## config.mk

```make
export PLATFORM = sky130hd
export DESIGN_NAME = id_ex_register
export DESIGN_NICKNAME = d
export VERILOG_FILES = /design/src/rtl/id_ex_register.sv
export SDC_FILE = /design/constraint.sdc
export NUM_CORES = 1
export LEC_CHECK = 0
export CAP_MARGIN = 10
export CORE_ASPECT_RATIO = 1.75
export CORE_MARGIN = 5
export CORE_UTILIZATION = 35
export DETAILED_ROUTE_END_ITERATION = 6
export GPL_TIMING_DRIVEN = 0
export PLACE_DENSITY = 0.77
export SLEW_MARGIN = 25
export SYNTH_ARGS = -nofsm -noshare
export SYNTH_HDL_FRONTEND = slang
export SYNTH_SLANG_ARGS = --single-unit
```

## constraint.sdc

```tcl
create_clock -name Clk -period 2.94 [get_ports Clk]
set_clock_uncertainty 0.05 [all_clocks]
set_input_delay 0.588 -clock Clk [delete_from_list [all_inputs] [get_ports Clk]]
set_output_delay 0.588 -clock Clk [all_outputs]
set_load 0.01 [all_outputs]
```

## src/rtl/id_ex_register.sv

```systemverilog
// ID/EX pipeline register with load-use hazard detection, flush, hold and a
// saturating count of inserted load-use bubbles.
module id_ex_register (
    input  logic        Clk,
    input  logic        Reset,
    input  logic        RegDst,
    input  logic        Jump,
    input  logic        JumpRegister,
    input  logic        Link,
    input  logic        Branch,
    input  logic        MemRead,
    input  logic        MemToReg,
    input  logic        MemWrite,
    input  logic        ALUSrc,
    input  logic        RegWrite,
    input  logic [3:0]  ALUOp,
    input  logic [31:0] PCPlus4_in,
    input  logic [31:0] ReadData1_in,
    input  logic [31:0] ReadData2_in,
    input  logic [31:0] SignExt_in,
    input  logic [4:0]  Rs_in,
    input  logic [4:0]  Rt_in,
    input  logic [4:0]  Rd_in,
    input  logic [4:0]  Shamt_in,
    input  logic        Flush,
    input  logic        Hold,
    output logic        RegDst_EX,
    output logic        Jump_EX,
    output logic        JumpRegister_EX,
    output logic        Link_EX,
    output logic        Branch_EX,
    output logic        MemRead_EX,
    output logic        MemToReg_EX,
    output logic        MemWrite_EX,
    output logic        ALUSrc_EX,
    output logic        RegWrite_EX,
    output logic [3:0]  ALUOp_EX,
    output logic [31:0] PCPlus4_EX,
    output logic [31:0] ReadData1_EX,
    output logic [31:0] ReadData2_EX,
    output logic [31:0] SignExt_EX,
    output logic [4:0]  Rs_EX,
    output logic [4:0]  Rt_EX,
    output logic [4:0]  Rd_EX,
    output logic [4:0]  Shamt_EX,
    output logic        Stall,
    output logic [15:0] BubbleCount
);

    typedef struct packed {
        logic        reg_dst;
        logic        jump;
        logic        jump_register;
        logic        link;
        logic        branch;
        logic        mem_read;
        logic        mem_to_reg;
        logic        mem_write;
        logic        alu_src;
        logic        reg_write;
        logic [3:0]  alu_op;
        logic [31:0] pc_plus4;
        logic [31:0] read_data1;
        logic [31:0] read_data2;
        logic [31:0] sign_ext;
        logic [4:0]  rs;
        logic [4:0]  rt;
        logic [4:0]  rd;
        logic [4:0]  shamt;
    } stage_t;

    stage_t      stage_q;
    stage_t      stage_in;
    stage_t      bubble;
    logic [15:0] count_q;
    logic        lu;

    always_comb begin
        stage_in = '{
            reg_dst:       RegDst,
            jump:          Jump,
            jump_register: JumpRegister,
            link:          Link,
            branch:        Branch,
            mem_read:      MemRead,
            mem_to_reg:    MemToReg,
            mem_write:     MemWrite,
            alu_src:       ALUSrc,
            reg_write:     RegWrite,
            alu_op:        ALUOp,
            pc_plus4:      PCPlus4_in,
            read_data1:    ReadData1_in,
            read_data2:    ReadData2_in,
            sign_ext:      SignExt_in,
            rs:            Rs_in,
            rt:            Rt_in,
            rd:            Rd_in,
            shamt:         Shamt_in
        };
        // A bubble is a NOP whose ALU op is still a harmless add.
        bubble        = '0;
        bubble.alu_op = 4'b0010;
    end

    assign lu = stage_q.mem_read && (stage_q.rt != 5'd0) &&
                ((stage_q.rt == Rs_in) || (stage_q.rt == Rt_in));

    assign Stall = lu && !Flush && !Hold && !Reset;

    always_ff @(posedge Clk) begin
        if (Reset) begin
            stage_q <= '0;
            count_q <= '0;
        end else if (Flush) begin
            stage_q <= bubble;
        end else if (Hold) begin
            stage_q <= stage_q;
        end else if (lu) begin
            stage_q <= bubble;
            if (count_q != '1)
                count_q <= count_q + 16'd1;
        end else begin
            stage_q <= stage_in;
        end
    end

    assign RegDst_EX       = stage_q.reg_dst;
    assign Jump_EX         = stage_q.jump;
    assign JumpRegister_EX = stage_q.jump_register;
    assign Link_EX         = stage_q.link;
    assign Branch_EX       = stage_q.branch;
    assign MemRead_EX      = stage_q.mem_read;
    assign MemToReg_EX     = stage_q.mem_to_reg;
    assign MemWrite_EX     = stage_q.mem_write;
    assign ALUSrc_EX       = stage_q.alu_src;
    assign RegWrite_EX     = stage_q.reg_write;
    assign ALUOp_EX        = stage_q.alu_op;
    assign PCPlus4_EX      = stage_q.pc_plus4;
    assign ReadData1_EX    = stage_q.read_data1;
    assign ReadData2_EX    = stage_q.read_data2;
    assign SignExt_EX      = stage_q.sign_ext;
    assign Rs_EX           = stage_q.rs;
    assign Rt_EX           = stage_q.rt;
    assign Rd_EX           = stage_q.rd;
    assign Shamt_EX        = stage_q.shamt;
    assign BubbleCount     = count_q;

endmodule

```

Word level (Yosys, flattened, before mapping) --
Index checks and enable logic that the tools add are counted.
Word-level totals: register bits 178, input bits 166, logic and storage cells 43, output and inout port bits 179
Cells by class: equality and inequality tests 4, muxes and demuxes 3, bitwise gates (word level) 2, reductions and logical operators 12, add/sub/neg operators 1
Operators with widths (count):
- $mux W150 | 2
- $mux W162 | 1
- $add A16 B1 Y16 const B | 1
- $ne A16 B16 Y1 const B | 1
- $eq A5 B5 Y1 | 2
- $logic_and A1 B1 Y1 | 5
- $reduce_bool A5 Y1 | 1
- $reduce_and A4 Y1 | 1
- $logic_not A1 Y1 | 3
- $ne A2 B2 Y1 const B | 1
- $not A1 Y1 | 2
- $reduce_or A2 Y1 | 1
- $logic_or A1 B1 Y1 | 1

Logic depth before layout (Yosys ltp) --
Gate-level depths: netlist of run 1.
depth in word-level cells 6, depth in mapped cells 8, depth with buffers taken out 5

Worst setup path after synthesis of run 1 --
OpenSTA, ideal clock, no wires.
kind input -> output, from in Rt_in[3], to out Stall, required time 2.302 ns, arrival time 1.515 ns, slack 0.787 ns, stages on the path 6, path buffers 1, path through xor2_1 nor3_1 a22oi_1 buf_2 nand2b_1 nor2_1
Between the ends: longest elaborated chain between the ends 6
RTL lines:
- from (decl) | RTL line 22 | input logic [4:0] Rt_in,
- $eq A5 B5 Y1 | RTL line 106 | ((stage_q.rt == Rs_in) || (stage_q.rt == Rt_in));
- $logic_or A1 B1 Y1 | RTL line 106
- $logic_and A1 B1 Y1 | RTL line 105 | assign lu = stage_q.mem_read && (stage_q.rt != 5'd0) &&
- $logic_and A1 B1 Y1 (3 in series) | RTL line 108 | assign Stall = lu && !Flush && !Hold && !Reset;
- to (decl) | RTL line 46 | output logic Stall,
Every way passes these cells.

Worst setup path in the final report of run 1 --
from in Rs_in[4], to out Stall
Between the ends: longest elaborated chain between the ends 6
RTL lines:
- from (decl) | RTL line 21 | input logic [4:0] Rs_in,
- $eq A5 B5 Y1 | RTL line 106
- $logic_or A1 B1 Y1 | RTL line 106
- $logic_and A1 B1 Y1 | RTL line 105
- $logic_and A1 B1 Y1 (3 in series) | RTL line 108
Every way passes these cells.

==> results of run 1 <==
[registers in the layout, indices dropped and copies added (netlist names), 4 cells and up]
signal / count
PCPlus4_EX: 32
ReadData1_EX: 32
ReadData2_EX: 32
SignExt_EX: 32
BubbleCount: 16
Rd_EX: 5
Rs_EX: 5
Rt_EX: 5
Shamt_EX: 5
ALUOp_EX: 4
[stage by stage]
stage | instances | TNS (ps) | setup WS (ps) | hold WS [ps]
after detailed placement | 1061 | -5540 | -274 | 413
final | 1093 | 0 | 212 | 426
after floorplan | 490 | 0 | 787 | 458
after CTS | 1093 | 0 | 57.5 | 431
after global routing | 1093 | 0 | 20.7 | 441
after global placement | 1061 | -6570 | -292 | 410
[cell families (layout without fill, tap and decap cells)]
group,Yosys count,count (layout)
buffers and inverters,44,420
muxes,4,4
xor gates and xnor gates,10,10
AOI/OAI and AO/OA,190,190
and+or+nand+nor,63,63
DFF,178,178
adders and majority gates,1,1
[metal layers]
layer	global-route usage	vias to the layer above	routed length (um)
met1	0.207	2581	7450
met4	0.0940	0	825
met3	0.0969	44	2500
met2	0.373	291	10700
li1	-	2619	-
met5	0	-	0
[power by group through the flow]
stage          combinational (mW)  clock [mW]  sequential, mW
6_report                    0.599        2.41            2.53
5_1_grt                     0.636        2.54            2.54
4_1_cts                     0.605        2.45            2.53
3_5_place_dp                0.600           0            2.58
3_3_place_gp                0.594           0            2.58
2_1_floorplan               0.138           0            2.61
[Yosys cell counts (2+ instances only)]
master      n
and3_2      2
buf_6      10
nand3_1     6
o21ai_0     2
nor4_1      2
a22o_1    161
and4_4      2
xor2_1     10
o311ai_0    2
o31ai_1     7
nor3_1      5
nor2b_1     4
inv_1       2
or4_1       8
buf_2      12
dfxtp_1   178
nor2_1      9
mux2_2      4
or2_2       3
nand2_1     6
a21oi_1     9
nor3b_1     2
nand4_1     5
clkbuf_1   20
o41ai_1     2
[worst min-delay path by stage]
stage	start	endpoint	slack (ps)	cells after the start
floorplan	BubbleCount[5]	BubbleCount[5]	460	2
global placement	PCPlus4_EX[20]	PCPlus4_EX[20]	410	1
CTS	Shamt_EX[0]	Shamt_EX[0]	430	1
global route	ReadData2_EX[8]	ReadData2_EX[8]	440	1
finish	SignExt_EX[14]	SignExt_EX[14]	430	1
detailed placement	SignExt_EX[26]	SignExt_EX[26]	410	1
[cell type report]
class | instances | share of cell area
Sequential cell | 178 | 0.345
Clock inverter | 13 | 0.0176
Inverter | 2 | 0.000727
Tap cell | 227 | 0.0275
Timing Repair Buffer | 345 | 0.334
Buffer | 42 | 0.0242
Multi-Input combinational cell | 268 | 0.209
Clock buffer | 18 | 0.0425
[what timing repair did]
action,CTS,global route
cloned,0,0
gates resized for setup,2,2
buffers inserted,1,0
endpoints found under the setup margin,1,1
endpoints found under the hold margin,0,0
==> impl_results.rst, run 1 <==
.. list-table::
   :header-rows: 1

   * - Metric
     - Value
   * - Complex-gate fraction of the synthesized area
     - 0.273
   * - Register bit total from synthesis
     - about 180
   * - Hold buffer count at cts
     - 0
   * - RSZ-0062 raised after global routing
     - no
   * - Ratio of total power to cell area
     - roughly 540 mW/mm^2
   * - TritonCTS clock tree
     - yes
   * - LEAKAGE
     - ~4.0 nW
   * - Number of input and output port buffers inserted
     - 344
   * - Most common cell after layout, fill and taps aside
     - clkdlybuf4s50_1
   * - Hold crit path type
     - reg -> reg
   * - Critical path startpoint category
     - primary input
   * - End point of the critical path
     - Stall
   * - Proportion of power drawn by flip-flops and latches
     - 0.456
   * - Area used by multi-input combinational logic
     - approximately 0.0022 sq mm
   * - Slowest cell on the critical path
     - clkdlybuf4s50_1
   * - Total standard cell area after synthesis
     - 0.00597 sq mm
   * - First-pass GRT wire length
     - between 30,000 and 40,000 um
   * - Post-route total power
     - about 5.5 mW
   * - # Max-Cap Violations
     - 0
   * - Count of mapped cells out of synthesis
     - 490
   * - VDD IR max
     - 0.413 mV
   * - Number of synthesized flops with an enable pin
     - 0
   * - Kind of end point of the critical path
     - primary output
   * - Aggregate global-route resource usage
     - 0.211
   * - Seq/Total Area, Yosys
     - 0.597
   * - Combinational family with the most area after synthesis
     - compound AO/OA/AOI/OAI gates
   * - Count of standard-cell rows
     - 63
   * - Number of global-route vias before repair
     - roughly 5,800
   * - Critical path's largest stage delay
     - around 500 ps
   * - Synth area leader
     - dfxtp_1
   * - Worst Path Arrival
     - 2090 ps
   * - Sequential cell area in the final layout
     - around 0.0036 sq mm
   * - Drt pass-1 iters
     - 4
   * - Count of H-tree levels built during CTS
     - 4
   * - Antenna violations before repair
     - 0
   * - Count of distinct cell types in the synthesized netlist
     - between 40 and 50
   * - Worst flop-to-flop path startpoint
     - Rt_EX[1]
   * - Hpwl dp
     - approximately 17,000 um
   * - Area after detailed placement
     - a little under 0.01 sq mm
   * - Routed wirelength normalized by instance count
     - slightly below 20 um
   * - Share of flip-flops with an asynchronous set or reset
     - 0
   * - Die extent in y
     - 183 um
   * - Layout fillers
     - about 1,400
   * - Horiz. Die Dim
     - between 100 and 150 um
   * - Proportion of synthesized area in mux cells
     - 0.00754
   * - Antenna Violating Nets Remaining
     - 0
   * - Count of cell instances traversed by the critical path
     - 8
   * - Peak fanout along the critical path
     - 3
   * - Bufs and invs on worst path
     - 3
   * - Placer's final routability congestion estimate
     - around 0.8
   * - Setup-violating endpoint count in the final report
     - 0
   * - Worst-path clk slew
     - around 60 ps
   * - Worst reg2reg setup slack
     - 820 ps
   * - Internal power contribution
     - 4.31 mW
   * - Required @ worst endpoint
     - approximately 2300 ps
   * - Count of nets after finishing
     - ~1,000
   * - Total die area
     - approximately 0.020 sq mm
   * - Post-Synth Simple-Gate Area
     - 0.0637
   * - Startpoint of the worst setup timing path
     - Rs_in[4]
   * - Total count of max-transition violations in the final report
     - 0
   * - Predominant post-synthesis flop cell
     - dfxtp_1
   * - DRC violation total after the first TritonRoute iteration
     - between 100 and 150
   * - Via count
     - roughly 5,500
   * - Global route overflow
     - 0
   * - Clock sink total
     - approximately 180
   * - Antenna diodes
     - 0
   * - Kind of critical path
     - in -> out
   * - Clk network pwr share
     - 0.436
   * - Final instance area
     - about 0.010 sq mm
   * - Clock latency of the later-clocked register in the worst-skew pair
     - 440 ps
   * - Xor-xnor portion of the synthesized cell area
     - 0.0147
   * - Status
     - completed
   * - Maximum buffer depth of the clock tree
     - 2
   * - Sw power
     - between 1 and 1.5 mW
   * - Drt drc
     - 0
   * - Fraction of final layout cells sized beyond drive strength 1
     - 0.0820
   * - Worst Max-Slew Pin Slew
     - about 650 ps
   * - Yosys Warn Count
     - 0
   * - Number of endpoints with negative hold slack in the final report
     - 0
   * - Post-synthesis to final-layout area growth
     - 72.9%
   * - Combinational group share of total power
     - 0.108
   * - Leading cell types in the layout, fill and taps excluded
     - clkdlybuf4s50_1 (343), dfxtp_1 (178), a22o_1 (161)
   * - Root buffer selected by CTS
     - clkbuf_16
   * - Starting Density
     - 0.354
   * - Worst reg2reg endpoint
     - ReadData1_EX[13]
   * - Largest net degree at the start of global routing
     - 17
   * - Final routed wirelength across all metal layers
     - 21,500 um
   * - Portion of synthesized cell area occupied by the leading cell type
     - 0.597
   * - Family with the most delay on the worst path
     - buffers and inverters
   * - Shortest clock period the worst path allows after layout
     - around 2700 ps
   * - Avg Inst Size Synth
     - 12.2 sq um
   * - Mean number of vias per cell
     - around 5
   * - Fraction of the mapped netlist area in adder cells
     - 0.00210
   * - Final Cycle Share
     - 0.928
   * - Ports
     - roughly 350
   * - Number of buffers created by CTS
     - 17
   * - Core occupancy in the finished layout
     - 0.612
   * - Worst slew slack as a fraction of its limit
     - 0.567
   * - Cell-by-cell trace of the critical path
     - clkdlybuf4s50_1 -> xor2_1 -> nor3_1 -> a22oi_1 -> buf_4 -> nand2b_1 -> nor2_1 -> clkbuf_2
   * - Core Region
     - 0.0169 sq mm
   * - Maximum clock frequency
     - 367 MHz
   * - Area contributors post-synth
     - dfxtp_1 (60%), a22o_1 (24%), buf_6 (1.9%)
   * - Net Sw Frac
     - 0.221
   * - Total nets after synthesis
     - ~660
   * - Number of cell instances on the worst register-to-register path
     - 7
(Power assumes the default switching activity.)
==> inputs of run 2 (changes only) <==
REMOVE_ABC_BUFFERS = 1   (was default)
==> impl_results.rst, run 2 (synthesis results as in run 1) <==
.. list-table::
   :header-rows: 1

   * - Metric
     - Value
   * - Global route overflow
     - 0 (unchanged)
   * - Ratio of total power to cell area
     - 514 mW/mm^2 (was 537 mW/mm^2)
   * - Worst-path clk slew
     - 60 ps (about the same)
   * - Layout fillers
     - 1,435 (was 1,393)
   * - Antenna Violating Nets Remaining
     - 0 (unchanged)
   * - # Max-Cap Violations
     - 0 (unchanged)
   * - Critical path's largest stage delay
     - 430 ps (was 500 ps)
   * - Number of buffers created by CTS
     - 17 (unchanged)
   * - Horiz. Die Dim
     - 109 um (unchanged)
   * - VDD IR max
     - 0.396 mV (was 0.413 mV)
   * - Leading cell types in the layout, fill and taps excluded
     - clkdlybuf4s50_1 (342), dfxtp_1 (178), a22o_1 (161) (was clkdlybuf4s50_1 (343), dfxtp_1 (178), a22o_1 (161))
   * - Die extent in y
     - 183 um (unchanged)
   * - Count of standard-cell rows
     - 63 (unchanged)
   * - Most common cell after layout, fill and taps aside
     - clkdlybuf4s50_1 (unchanged)
   * - Slowest cell on the critical path
     - clkdlybuf4s50_1 (unchanged)
   * - Mean number of vias per cell
     - 5.03 (was 5.06)
   * - Sequential cell area in the final layout
     - 0.00356 sq mm (unchanged)
   * - Total count of max-transition violations in the final report
     - 0 (unchanged)
   * - Count of nets after finishing
     - 999 (was 1,021)
   * - Routed wirelength normalized by instance count
     - 19.5 um (was 19.6 um)
   * - Drt drc
     - 0 (unchanged)
   * - Number of endpoints with negative hold slack in the final report
     - 0 (unchanged)
   * - Largest net degree at the start of global routing
     - 52 (was 17)
   * - Drt pass-1 iters
     - 4 (unchanged)
   * - Cell-by-cell trace of the critical path
     - clkdlybuf4s50_1 -> xor2_1 -> nor3_2 -> a22oi_2 -> nand2b_1 -> nor2_1 -> clkdlybuf4s15_1 (was clkdlybuf4s50_1 -> xor2_1 -> nor3_1 -> a22oi_1 -> buf_4 -> nand2b_1 -> nor2_1 -> clkbuf_2)
   * - Count of H-tree levels built during CTS
     - 4 (unchanged)
   * - Aggregate global-route resource usage
     - 0.208 (was 0.211)
   * - Kind of end point of the critical path
     - primary output (unchanged)
   * - Status
     - completed (unchanged)
   * - Final-layout setup total negative slack
     - 0 ps (unchanged)
   * - Root buffer selected by CTS
     - clkbuf_16 (unchanged)
   * - Final instance area
     - 0.0102 sq mm (was 0.0103 sq mm)
   * - Shortest clock period the worst path allows after layout
     - 2820 ps (was 2730 ps)
   * - Maximum buffer depth of the clock tree
     - 2 (unchanged)
   * - TritonCTS clock tree
     - yes (unchanged)
   * - Placer's final routability congestion estimate
     - 0.860 (was 0.799)
   * - Post-synthesis to final-layout area growth
     - 71.6% (was 72.9%)
   * - LEAKAGE
     - 3.92 nW (was 3.96 nW)
   * - Setup-violating endpoint count in the final report
     - 0 (unchanged)
   * - Critical path startpoint category
     - primary input (unchanged)
   * - Area after detailed placement
     - 0.00967 sq mm (was 0.00970 sq mm)
   * - Clock sink total
     - 178 (unchanged)
   * - Final routed wirelength across all metal layers
     - 20,900 um (was 21,500 um)
   * - Peak fanout along the critical path
     - 2 (was 3)
   * - Fraction of final layout cells sized beyond drive strength 1
     - 0.0852 (was 0.0820)
   * - Clock latency of the later-clocked register in the worst-skew pair
     - 430 ps (was 440 ps)
   * - Ports
     - 345 (unchanged)
   * - Required @ worst endpoint
     - 2300 ps (about the same)
   * - Number of input and output port buffers inserted
     - 344 (unchanged)
   * - Number of global-route vias before repair
     - 5,574 (was 5,776)
   * - Core Region
     - 0.0169 sq mm (unchanged)
   * - Worst slew slack as a fraction of its limit
     - 0.455 (was 0.567)
   * - RSZ-0062 raised after global routing
     - no (unchanged)
   * - Kind of critical path
     - in -> out (unchanged)
   * - Final Cycle Share
     - 0.960 (was 0.928)
   * - First-pass GRT wire length
     - 31,900 um (was 32,000 um)
   * - Maximum clock frequency
     - 354 MHz (was 367 MHz)
   * - Worst Path Arrival
     - 2190 ps (was 2090 ps)
   * - Starting Density
     - 0.354 (unchanged)
   * - DRC violation total after the first TritonRoute iteration
     - 245 (was 128)
   * - Worst Max-Slew Pin Slew
     - 816 ps (was 649 ps)
   * - Hpwl dp
     - 16,300 um (was 16,900 um)
   * - Antenna violations before repair
     - 2 (was 0)
   * - Total die area
     - 0.0199 sq mm (unchanged)
   * - Post-route worst hold slack
     - 428 ps (was 426 ps)
   * - Via count
     - 5,399 (was 5,535)
   * - Hold crit path type
     - reg -> reg (unchanged)
   * - Area used by multi-input combinational logic
     - 0.00217 sq mm (was 0.00215 sq mm)
   * - Core occupancy in the finished layout
     - 0.607 (was 0.612)
==> run 2: cell count changes in the layout (fill, tap and decap cells not counted), sizes merged <==
cell,change
dlymetal6s2s,+1
clkbuf,-20
buf,-2
clkinv,+2
clkdlybuf4s15,+1
clkinvlp,+2
inv,-1
diode,+1
bufinv,-3
clkdlybuf4s50,-1
==> run 2: final cells by class <==
cell class	instances	share of cell area
multi-input combinational	268	0.212
inverter	2	0.000733
clock inverter	13	0.0109
tap	227	0.0277
antenna	1	0.000244
sequential	178	0.348
timing repair buffer	365	0.357
clock buffer	19	0.0432
==> run 2: worst paths after layout <==
path / slack, ps / to / startpoint / depth (start not counted)
min reg2reg: 430 / Rs_EX[3] / Rs_EX[3] / 1
max: 120 / Stall / Rt_in[3] / 7
min: 430 / Rs_EX[3] / Rs_EX[3] / 1
max reg2reg: 630 / BubbleCount[4] / BubbleCount[0] / 5
==> run 2: layer usage <==
metal,share of wire,wire (um),global-route usage,up-vias
met5,0.00096,20,0,-
met4,0.038,793,0.0976,2
met3,0.066,1380,0.0623,48
met2,0.53,11000,0.362,203
met1,0.37,7740,0.228,2572
li1,-,-,-,2574
==> run 2: worst max-delay path, delay by kind of cell <==
| kind | cells | cell delay [ps] |
|---|---|---|
| AOI/OAI and AO/OA | 1 | 140 |
| xor gates and xnor gates | 1 | 160 |
| and+or+nand+nor | 3 | 580 |
| buffers and inverters | 2 | 710 |
==> run 2: what timing repair did <==
action / CTS / global route
pin swaps: 2 / 1
resized for setup: 2 / 2
setup endpoints to repair: 1 / 1
hold buffers: 0 / 0
setup buffers: 1 / 0
==> run 2: per-stage QoR <==
step | std cells | power [mW] | worst slack (ps)
2_1_floorplan | 448 | 2.74 | -7330
3_3_place_gp | 1019 | 3.17 | -14120
3_5_place_dp | 1039 | 3.18 | -442
4_1_cts | 1072 | 5.33 | 67.3
5_1_grt | 1073 | 5.46 | 5.97
6_report | 1073 | 5.27 | 117
==> run 2: power breakdown <==
group	internal, mW	switching [mW]	leakage (nW)
Clock	1.19	0.959	0.265
Sequential	2.49	0.0437	1.45
Combinational	0.388	0.208	2.21
